### config.mk
export PLATFORM = sky130hd
export DESIGN_NAME = rr_mux
export DESIGN_NICKNAME = d
export VERILOG_FILES = /design/src/rtl/rr_mux.sv
export SDC_FILE = /design/constraint.sdc
export NUM_CORES = 1
export LEC_CHECK = 0
export ABC_CLOCK_PERIOD_IN_PS = 1600
export BUFFER_PORTS_ARGS = -buffer_cell sky130_fd_sc_hd__buf_4
export CAP_MARGIN = 10
export CORE_MARGIN = 1
export CORE_UTILIZATION = 43
export DETAILED_ROUTE_END_ITERATION = 12
export PLACE_DENSITY_LB_ADDON = 0.25
export SETUP_SLACK_MARGIN = 0.3
export SLEW_MARGIN = 0
export SYNTH_ARGS = -nofsm -noshare
export SYNTH_HDL_FRONTEND = slang
export SYNTH_SLANG_ARGS = --single-unit
### constraint.sdc
create_clock -name clk -period 1.6 [get_ports clk]
set_input_delay 0.16 -clock clk [delete_from_list [all_inputs] [get_ports clk]]
set_output_delay 0.16 -clock clk [all_outputs]
set_load 0.01 [all_outputs]
### src/rtl/rr_mux.sv
// N:1 registered multiplexer with round-robin arbitration and valid/ready handshakes.
// Optional packet locking (in_last/out_last) is enabled by defining RR_MUX_LAST_EN.
module rr_mux #(
   parameter int WIDTH = 8,
   parameter int N     = 4
) (
   input  logic                  clk,
   input  logic                  rst_n,
   input  logic [N*WIDTH-1:0]    in_data,
   input  logic [N-1:0]          in_valid,
   output logic [N-1:0]          in_ready,
`ifdef RR_MUX_LAST_EN
   input  logic [N-1:0]          in_last,
   output logic                  out_last,
`endif
   output logic [WIDTH-1:0]      out_data,
   output logic                  out_valid,
   input  logic                  out_ready,
   output logic [$clog2(N)-1:0]  out_sel
);

   localparam int SELW = $clog2(N);

   logic [SELW-1:0]  ptr;
   logic [SELW-1:0]  ptr_next;
   logic [SELW-1:0]  grant;
   logic [WIDTH-1:0] grant_data;
   logic [N-1:0]     eligible;
   logic             found;
   logic             load_en;
   logic             transfer;
   logic             grant_last;

   assign load_en  = !out_valid || out_ready;
   assign transfer = load_en && found;
   assign ptr_next = (grant == SELW'(N - 1)) ? '0 : grant + SELW'(1);

`ifdef RR_MUX_LAST_EN
   typedef enum logic {IDLE, LOCKED} state_t;

   state_t          state;
   state_t          state_next;
   logic [SELW-1:0] lock_ch;
   logic [SELW-1:0] lock_ch_next;

   // While a packet is open only its owner may be granted, even if it idles.
   always_comb begin
      eligible = in_valid;
      if (state == LOCKED) begin
         eligible = '0;
         eligible[lock_ch] = in_valid[lock_ch];
      end
   end

   assign grant_last = in_last[grant];

   always_ff @(posedge clk or negedge rst_n) begin
      if (!rst_n) begin
         state   <= IDLE;
         lock_ch <= '0;
      end else begin
         state   <= state_next;
         lock_ch <= lock_ch_next;
      end
   end

   always_comb begin
      state_next   = state;
      lock_ch_next = lock_ch;
      case (state)
         IDLE: begin
            if (transfer && !grant_last) begin
               state_next   = LOCKED;
               lock_ch_next = grant;
            end
         end
         LOCKED: begin
            if (transfer && grant_last) begin
               state_next = IDLE;
            end
         end
         default: state_next = IDLE;
      endcase
   end

   always_ff @(posedge clk or negedge rst_n) begin
      if (!rst_n) begin
         out_last <= 1'b0;
      end else if (transfer) begin
         out_last <= grant_last;
      end
   end
`else
   assign eligible   = in_valid;
   assign grant_last = 1'b1;
`endif

   // Search from ptr upward first, then wrap to the channels below ptr.
   always_comb begin
      found      = 1'b0;
      grant      = '0;
      grant_data = '0;
      for (int i = 0; i < N; i++) begin
         if (!found && eligible[i] && (SELW'(i) >= ptr)) begin
            found      = 1'b1;
            grant      = SELW'(i);
            grant_data = in_data[i*WIDTH +: WIDTH];
         end
      end
      for (int i = 0; i < N; i++) begin
         if (!found && eligible[i] && (SELW'(i) < ptr)) begin
            found      = 1'b1;
            grant      = SELW'(i);
            grant_data = in_data[i*WIDTH +: WIDTH];
         end
      end
   end

   always_comb begin
      in_ready = '0;
      for (int i = 0; i < N; i++) begin
         in_ready[i] = transfer && (grant == SELW'(i));
      end
   end

   always_ff @(posedge clk or negedge rst_n) begin
      if (!rst_n) begin
         out_data  <= '0;
         out_sel   <= '0;
         out_valid <= 1'b0;
         ptr       <= '0;
      end else if (load_en) begin
         if (found) begin
            out_data  <= grant_data;
            out_sel   <= grant;
            out_valid <= 1'b1;
            if (grant_last) begin
               ptr <= ptr_next;
            end
         end else begin
            out_valid <= 1'b0;
         end
      end
   end

endmodule

==> results of run 1 <==
==> power breakdown <==
group / switching [uW] / internal (uW) / leakage (uW)
clock: 125 / 97.4 / 0.0000150
sequential: 88.8 / 439 / 0.000151
combinational: 838 / 967 / 0.000876
==> cells by family after synthesis <==
group	count (synthesis)	synth area share
adders and majority gates	4	0.0397
muxes	5	0.0397
AOI/OAI and AO/OA	55	0.339
buffers and inverters	22	0.0824
and+or+nand+nor	56	0.241
DFF	13	0.258
==> synth_stat cells, drive strengths merged <==
library cell,number,area [um^2]
nand2,17,63.8
dfrtp,13,325
a221oi,11,128
inv,11,41.3
nor2,11,41.3
o21ai,10,50.0
a21oi,9,60.1
and3b,6,52.6
buf,6,42.5
a31oi,5,31.3
clkbuf,5,20.0
mux2i,5,50.1
o22ai,5,31.3
o32ai,5,43.8
and2,4,25.0
ha,4,50.1
nand3,4,20.0
a2111oi,3,26.3
and3,3,18.8
o221ai,3,26.3
nand2b,2,12.5
nand4,2,12.5
nor2b,2,12.5
a211oi,1,7.51
a21boi,1,7.51
a21o,1,7.51
a22oi,1,7.51
nand3b,1,7.51
nor3,1,5.00
nor3b,1,12.5
nor4,1,12.5
or2b,1,7.51
==> worst max-delay path, delay by kind of cell (launching register included) <==
family          cells  cell delay [ns]
compound gates      2             0.31
fa+ha+maj           1             0.17
buf+inv             3             0.37
flops               1             0.42
simple gates        2             0.19
==> metrics by stage <==
stage | TNS [ns] | total power [uW]
floorplan | 0 | 1230
global placement | -0.0964 | 1680
detailed placement | -0.781 | 1730
CTS | -1.90 | 2280
global route | -3.91 | 2670
finish | -3.08 | 2550
==> layer usage <==
layer	vias up	wire length [um]
met5	-	0
met4	0	154
met3	16	338
met2	84	2660
met1	787	1740
li1	756	-
==> state kept, by name, summed over array words and instances, names as in the netlist <==
name,cells
out_sel,2
out_valid,1
ptr,2
out_data,8
==> worst min-delay path by stage <==
stage,start,endpoint,slack (ns),cells after the start
2_1_floorplan,rst_n,out_data[0],-0.14,0
3_3_place_gp,rst_n,out_data[0],0.02,1
3_5_place_dp,rst_n,out_data[0],0.02,1
4_1_cts,out_ready,out_valid,0.16,4
5_1_grt,in_data[17],out_data[1],0.15,3
6_report,in_data[17],out_data[1],0.15,3
==> placed cells by master, fill, tap and decap left out, types with 5 or more instances in the layout <==
master    synthesis  final
a31oi_1           5      5
dfrtp_1          13     12
a21oi_1           7      6
and3b_1           6      5
o21ai_1           3      5
nor2_1           11      7
buf_4             0     72
nand2_1          17     13
buf_6             2     15
a221oi_2          5      9
inv_1            11      8
o22ai_1           5      5
==> repair_timing <==
action                                 CTS  global route
gates resized for setup                 43            21
hold buffers                             1             0
pin swaps                               10             7
endpoints found under the hold margin   13             0
setup endpoints to repair               16            16
setup buffers                           10             6
==> layout make-up <==
| cell class | count | area [um^2] |
|---|---|---|
| Tap cell | 31 | 38.8 |
| Inverter | 11 | 41.3 |
| Fill cell | 155 | 520 |
| Timing Repair Buffer | 89 | 734 |
| Sequential cell | 13 | 327 |
| Clock buffer | 4 | 26.3 |
| Multi-Input combinational cell | 120 | 1070 |
==> results.toml, run 1 <==
[outcome]
outcome = "complete, but fails checks"
violations = "negative setup slack"

[die]
ios = 54
core_mm2 = 0.00276
die_h_um = 56.1
dieArea_mm2 = 0.00315
num_rows = 19
initial_core_util = 0.457
fp.dieW_um = 56.1

[worst_setup_path]
r2r_slack_ns = -0.23
slowest_delay_ns = 0.42
crit_path_max_fanout = 4
cp-startpoint = "ptr[0]"
end_kind = "primary output"
critical-path-slowest-cell = "dfrtp_1"
arrival_ns = 1.77
rr_worst_depth = 11
critPathRequiredTime_ns = 1.44
crit-reg2reg-launch = "ptr[0]"
cp-start-kind = "flip-flop"
cpMostUsedCell = "buf_6"
cp-endpoint = "in_ready[0]"
r2r-end = "ptr[0]"
crit_type = "flip-flop to primary output"
crit_chain = "buf_6, nand3_2, a21oi_2, a211oi_2, inv_2, ha_4, and2_4, buf_6"

[place]
hpwl_um = 3130
postPlaceCellArea_mm2 = 0.00182
port_buffers = 53
place_ws_ns = -0.139
gp_congestion = 0.860
numPlacedInstances = 247

[timing]
fmax_ghz = 0.517
max_slew_margin = 0.763
maxSlewViolCount = 0
fin_crit_sh = 1.21
fin_skew_ns = 0.00861
rsz0062_at_grt = "yes"
worst_slack_ns = -0.334
hold_violations = 0
hold-worst-slack_ns = 0.150
min_period_ns = 1.93
setup_viol = 14
tightest_slew_ns = 0.352

[clocking]
clk_pin_slew_ns = 0.09
cts_made_buffers = 3
clk-insertion-delay-late_ns = 0.30
cts_tree = "done"
clockBufferDepth = 2
root_buffer = "clkbuf_4"
cts_sinks = 13
h-tree-depth = 1

[global_routing]
antenna_found_initial = 0
overflow = 0
grtUsageMet3 = 0.0558
grt_usage = 0.293
grt_pass1_vias = 1528
grt_max_degree = 15
grt.busiest_layer = "met2"
grtUsageMet1 = 0.320
met2_usage = 0.536
grt_pass1_wl_um = 7210

[pwr]
irDropWorstVdd_mv = 1.00
power_density_mw_per_mm2 = 1140
p_leak_uw = 0.00104

[cells_and_area]
layout.nets = 281
fin_util = 0.811
final_area_mm2 = 0.00224
area_delta_synth_final_pct = 77.6
drive_above_1_share = 0.599
layout.cells.non_filler = 268
diodes = 0

[detailed_routing]
drt_iter0_markers = 86
drt-pass1-iter-count = 4
wl_per_cell_um = 18.3
totalWireLength_um = 4900
num_vias = 1643
vias_per_cell = 6.13
ant_nets = 0
remaining_drc_errors = 0

[synth]
ys_seq_area_frac = 0.258
syn_area_per_cell_um2 = 8.13
synth_area_mm2 = 0.00126
syn-instance-count = 155
synth_warnings = 0
ys_types = 38
syn_nets = 198
ys_seq_elements = 13

[worst_hold_path]
hold_path.class = "primary input to flip-flop"

[job]
cap_violations = 0
Power figures use the tool's default switching activity.
==> inputs of run 2 (changes only) <==
Settings changed: ABC_AREA from default to 1, CORE_UTILIZATION 43 to 44, TNS_END_PERCENT from default to 1.
==> run 2 against run 1 <==
Compared with the run above:
- the run ends with design-rule violations, negative setup slack left
- hold slack improved by 0.053 ns
- utilization fell by 10 points
- combinational power decreased by 12%
- non-clock buffer count decreased by 10
- register-to-register slack better by 0.19 ns
- sequential share of layout area up 1.7 points
- critical path depth grew 3
- sequential power increased by 4.5%
- synthesized cell count up 37%
- first-iteration DRC count shrank 23%
- global-route usage shrank 5.6 points
- clock power shrank 11%
- critical endpoint unchanged
- largest power group unchanged
- highest routed layer is now met3
==> results.toml, run 2 <==
[cells_and_area]
final_area_mm2 = 0.00200
fin_util = 0.708
reg_top3 = "out_data: 8 flops, out_sel: 2 flops, ptr: 2 flops"
drive_above_1_share = 0.378
largest_reg_flops = 8
final_common_cell = "buf_4"
layout.nets = 330
area_delta_synth_final_pct = 49.4
diodes = 0
final_cell_mix = "buf_4, nor2_1, nand3_1"
regMostFlops = "out_data"

[timing]
hold-worst-slack_ns = 0.203
tightest_slew_ns = 0.254
max_slew_margin = 0.831
hold_violations = 0
setup_viol = 13
min_period_ns = 2.00
fin_crit_sh = 1.25
fmax_ghz = 0.499
rsz0062_at_grt = "yes"
setup_tns_ns = -1.68
maxSlewViolCount = 0
worst_slack_ns = -0.404
fin_skew_ns = 0.00967

[worst_setup_path]
critPathRequiredTime_ns = 1.44
arrival_ns = 1.84
crit_type = "flip-flop to primary output"
r2r_slack_ns = -0.04
crit-reg2reg-launch = "ptr[0]"
cp-start-kind = "flip-flop"
crit_path_max_fanout = 4
r2r-end = "ptr[1]"
rr_worst_depth = 9
end_kind = "primary output"

[die]
initial_core_util = 0.474
dieArea_mm2 = 0.00327
die_h_um = 57.2
core_mm2 = 0.00283
num_rows = 19
fp.dieW_um = 57.2
ios = 54

[pwr]
p_sw_uw = 1040
p_int_uw = 1300
power_density_mw_per_mm2 = 1170
p_leak_uw = 0.00110
sw_frac_of_total = 0.445
irDropWorstVdd_mv = 0.760
clkPwrFrac = 0.085
p_comb_frac = 0.678
pwr-share-seq = 0.236

[worst_hold_path]
min_to = "out_valid"
holdPathStages = 4
hold_path.class = "primary input to flip-flop"
worstHoldStart = "out_ready"

[clocking]
cts_tree = "done"
clk_pin_slew_ns = 0.08
clockBufferDepth = 2
clk-insertion-delay-late_ns = 0.27
root_buffer = "clkbuf_4"
cts_made_buffers = 3
cts_sinks = 13
h-tree-depth = 1

[detailed_routing]
drt_iter0_markers = 66
vias_per_cell = 5.13
drt-pass1-iter-count = 8
wl_per_cell_um = 11.7
remaining_drc_errors = 2
totalWireLength_um = 3710
ant_nets = 0
num_vias = 1627

[global_routing]
antenna_found_initial = 0
grt_max_degree = 17
grt_pass1_wl_um = 6130
grt_usage = 0.237
grt_pass1_vias = 1511
overflow = 0

[synth]
syn_area_per_cell_um2 = 6.29
synth_top_area_share = 0.243
synthFlopType = "dfrtp_1"
ys_types = 25
ys_seq_elements = 13
ys_top_cells_by_count = "nor2_1, nand3_1, nand2_1, inv_1, nand4_1"
yosysTopAreaCell = "dfrtp_1"
synth_warnings = 0
ys_async_sr_fraction = 1.00
synth_area_mm2 = 0.00134
ys_top_cells_by_area = "dfrtp_1, nand3_1, nor2_1"
syn-instance-count = 213
synth.most_common_cell = "nor2_1"
syn_nets = 256
synth-edff-count = 0
ys_seq_area_frac = 0.243

[place]
gp_congestion = 0.868
port_buffers = 53
postPlaceCellArea_mm2 = 0.00191
hpwl_um = 2990

[job]
cap_violations = 0

[outcome]
outcome = "complete, but fails checks"
violations = "design-rule violations, negative setup slack"
run 2: cell count changes after synthesis, moves of 6 or more:
cell      before  now
and3b_1        6    0
nand2_1       17   33
inv_1         11   30
nand4_1        2   16
nor2_1        11   46
nand3_1        4   41
a221oi_1       6    0
a21oi_1        7    1
run 2: worst max path at each step:
stage                start           to  slack [ns]  cells past startpoint
finish              ptr[0]  in_ready[0]       -0.40                     11
global route        ptr[0]  in_ready[0]       -0.54                     11
CTS                 ptr[1]  in_ready[0]       -0.42                     11
detailed placement  ptr[1]  in_ready[0]       -0.17                     11
global placement    ptr[1]  in_ready[0]       -0.09                     13
floorplan           ptr[1]  in_ready[1]       -0.13                     12
run 2: cells by family (layout without fill, tap and decap cells):
logic type                 count (synthesis)  in the layout  synth area share
DFF                                       13             13             0.243
and+or+nand+nor                          151            151             0.574
adders and majority gates                  4              4            0.0373
AOI/OAI and AO/OA                          4              4            0.0149
buffers and inverters                     41            114             0.131
run 2: power by group through the flow:
stage               Clock (uW)  Sequential (uW)  Combinational (uW)
floorplan                    0              602                 777
global placement             0              551                1440
detailed placement           0              557                1460
CTS                        208              556                1550
global route               222              567                1740
finish                     199              552                1580
run 2: routing by layer:
| metal | global-route usage | routed length, um |
|---|---|---|
| met5 | 0 | 0 |
| met1 | 0.292 | 1530 |
| met3 | 0.0295 | 252 |
| met4 | 0.0627 | 0 |
| met2 | 0.435 | 1930 |
run 2: stage by stage:
stage | cells | setup WS (ns) | total power, uW
after global routing | 317 | -0.544 | 2530
after global placement | 309 | -0.0860 | 1990
after floorplan | 213 | -0.132 | 1380
after detailed placement | 309 | -0.172 | 2020
final | 317 | -0.404 | 2340
after CTS | 316 | -0.418 | 2310
run 2: critical path, cell delays in order (launching register included):
cell and delay, ns:
dfrtp_1 0.43, nor2_4 0.20, nand2_8 0.08, nand2_8 0.08
nor2_8 0.04, nand3_1 0.06, nand3b_1 0.17, inv_2 0.11
ha_1 0.16, inv_2 0.04, nor2_2 0.07, buf_4 0.12
run 2: cell type report:
| class | instances | area, um^2 |
|---|---|---|
| multi-input cells | 159 | 883 |
| fillers | 245 | 827 |
| repair buffers | 79 | 608 |
| flip-flops and latches | 13 | 327 |
| inverters | 31 | 119 |
| well taps | 31 | 38.8 |
| clock buffers | 4 | 26.3 |
run 2: timing repair:
action	CTS	global route
hold buffers	1	0
endpoints found under the setup margin	17	17
pin swaps	3	4
setup buffers	2	1
gates resized for setup	9	5
cloned	0	0
endpoints found under the hold margin	13	0
==> inputs of run 3 (changes only) <==
Settings changed: CELL_PAD_IN_SITES_DETAIL_PLACEMENT from default to 0, CELL_PAD_IN_SITES_GLOBAL_PLACEMENT from default to 1, CORE_UTILIZATION 44 to 29.
==> run 3 against run 2 <==
Compared with the run above:
- sequential cell count is the same
- largest cell class unchanged
- sequential power grew 1%
- design area is 8.3% higher
- largest power group unchanged
- register-to-register slack got worse by 0.10 ns
- the run ends with negative setup slack left
- setup slack worse by 0.015 ns
- fmax down 0.72%
==> results.toml, run 3 (same netlist as run 2, synthesis figures left out) <==
[detailed_routing]
wl_per_cell_um = 13.1
drt_iter0_markers = 67
drt-pass1-iter-count = 4
num_vias = 1629
vias_per_cell = 4.79
ant_nets = 0
totalWireLength_um = 4440
remaining_drc_errors = 0

[timing]
hold_violations = 0
min_period_ns = 2.02
rsz0062_at_grt = "yes"
fin_skew_ns = 0.00704
maxSlewViolCount = 0
hold-worst-slack_ns = 0.249
tightest_slew_ns = 0.400
fmax_ghz = 0.495
worst_slack_ns = -0.418
fin_crit_sh = 1.26
max_slew_margin = 0.733
setup_viol = 14

[global_routing]
grt_usage = 0.187
grt_max_degree = 18
grt_pass1_vias = 1637
grt_pass1_wl_um = 7470
antenna_found_initial = 0
overflow = 0

[job]
cap_violations = 0

[cells_and_area]
reg_top3 = "out_data: 8 flops, out_sel: 2 flops, ptr: 2 flops"
drive_above_1_share = 0.420
regMostFlops = "out_data"
largest_reg_flops = 8
final_common_cell = "buf_4"
fin_util = 0.494
fillerInstances = 449
layout.cells.non_filler = 340
final_cell_mix = "buf_4, nor2_1, nand3_1"
diodes = 0
layout.nets = 332
seqCellArea_um2 = 327
multiInputGateArea_um2 = 962
area_delta_synth_final_pct = 61.7

[clocking]
cts_tree = "done"
h-tree-depth = 1
cts_made_buffers = 3
clockBufferDepth = 2
cts_sinks = 13
root_buffer = "clkbuf_8"
clk-insertion-delay-late_ns = 0.24
clk_pin_slew_ns = 0.06

[die]
fp.dieW_um = 70.0
initial_core_util = 0.306
num_rows = 24
dieArea_mm2 = 0.00490
die_h_um = 70.0
ios = 54
core_mm2 = 0.00438

[place]
port_buffers = 53
hpwl_um = 3310
gp_congestion = 0.868
numPlacedInstances = 325

[outcome]
outcome = "complete, but fails checks"
violations = "negative setup slack"

[worst_setup_path]
crit_type = "flip-flop to primary output"
crit_path_max_fanout = 4
end_kind = "primary output"
critPathRequiredTime_ns = 1.44
arrival_ns = 1.86
cp-start-kind = "flip-flop"

[worst_hold_path]
hold_path.class = "primary input to flip-flop"

[pwr]
power_density_mw_per_mm2 = 1240
p_leak_uw = 0.00112
irDropWorstVdd_mv = 0.548
==> run 3: cell types whose count changed in the layout (fill, tap and decap cells not counted), moves of 3 or more <==
cell,change
buf_6,+3
clkbuf_4,-3
clkbuf_8,+3
ha_1,-4
ha_4,+4
inv_1,-3
==> run 3: cell type report <==
| class | count | share of cell area |
|---|---|---|
| tap | 52 | 0.0300 |
| timing repair buffer | 81 | 0.298 |
| clock buffer | 4 | 0.0208 |
| multi-input combinational | 159 | 0.444 |
| inverter | 31 | 0.0560 |
| sequential | 13 | 0.151 |
==> run 3: per-stage QoR <==
stage	instance area (um^2)	setup TNS (ns)	total power (uW)	worst slack, ns
after global routing	2170	-4.04	2920	-0.518
after global placement	1900	-0.987	1970	-0.202
after detailed placement	1900	-1.52	2000	-0.276
after floorplan	1350	-0.632	1380	-0.132
final	2170	-2.44	2680	-0.418
after CTS	2060	-2.55	2490	-0.414
==> run 3: power by group <==
part	internal [uW]	switching, uW	leakage [uW]	total (uW)
Sequential	461	96.5	0.000150	558
Combinational	865	976	0.000949	1840
Clock	175	109	0.0000228	284
==> run 3: worst max-delay path, cell delays in order, from the launching register on <==
cell	delay, ns
dfrtp_1	0.43
nor2_4	0.20
nand2_8	0.09
nand2_8	0.08
nor2_8	0.04
nand3_2	0.06
nand3b_1	0.17
buf_4	0.20
ha_4	0.15
inv_2	0.04
nor2_2	0.03
buf_4	0.13
==> run 3: path summary, 6_finish.rpt <==
kind	start	endpoint	slack [ns]	cells past startpoint
min in group asynchronous	rst_n	out_valid	0.31	2
max in group asynchronous	rst_n	ptr[1]	1.12	2
hold reg to reg	out_sel[1]	out_sel[1]	0.48	2
setup / recovery	ptr[0]	in_ready[1]	-0.42	11
setup reg to reg	ptr[0]	out_sel[1]	-0.14	12
hold / removal	out_ready	out_valid	0.25	4
==> run 3: metal layers <==
metal | global-route usage | share of wire
met1 | 0.236 | 0.43
met2 | 0.329 | 0.51
met3 | 0.0404 | 0.041
met4 | 0.0356 | 0.014
met5 | 0 | 0
==> run 3: timing repair <==
item,in CTS,in global routing
setup endpoints to repair,17,17
pin swaps,8,13
hold endpoints to repair,13,0
gates resized for setup,20,17
hold buffers,1,0
buffers inserted,6,4
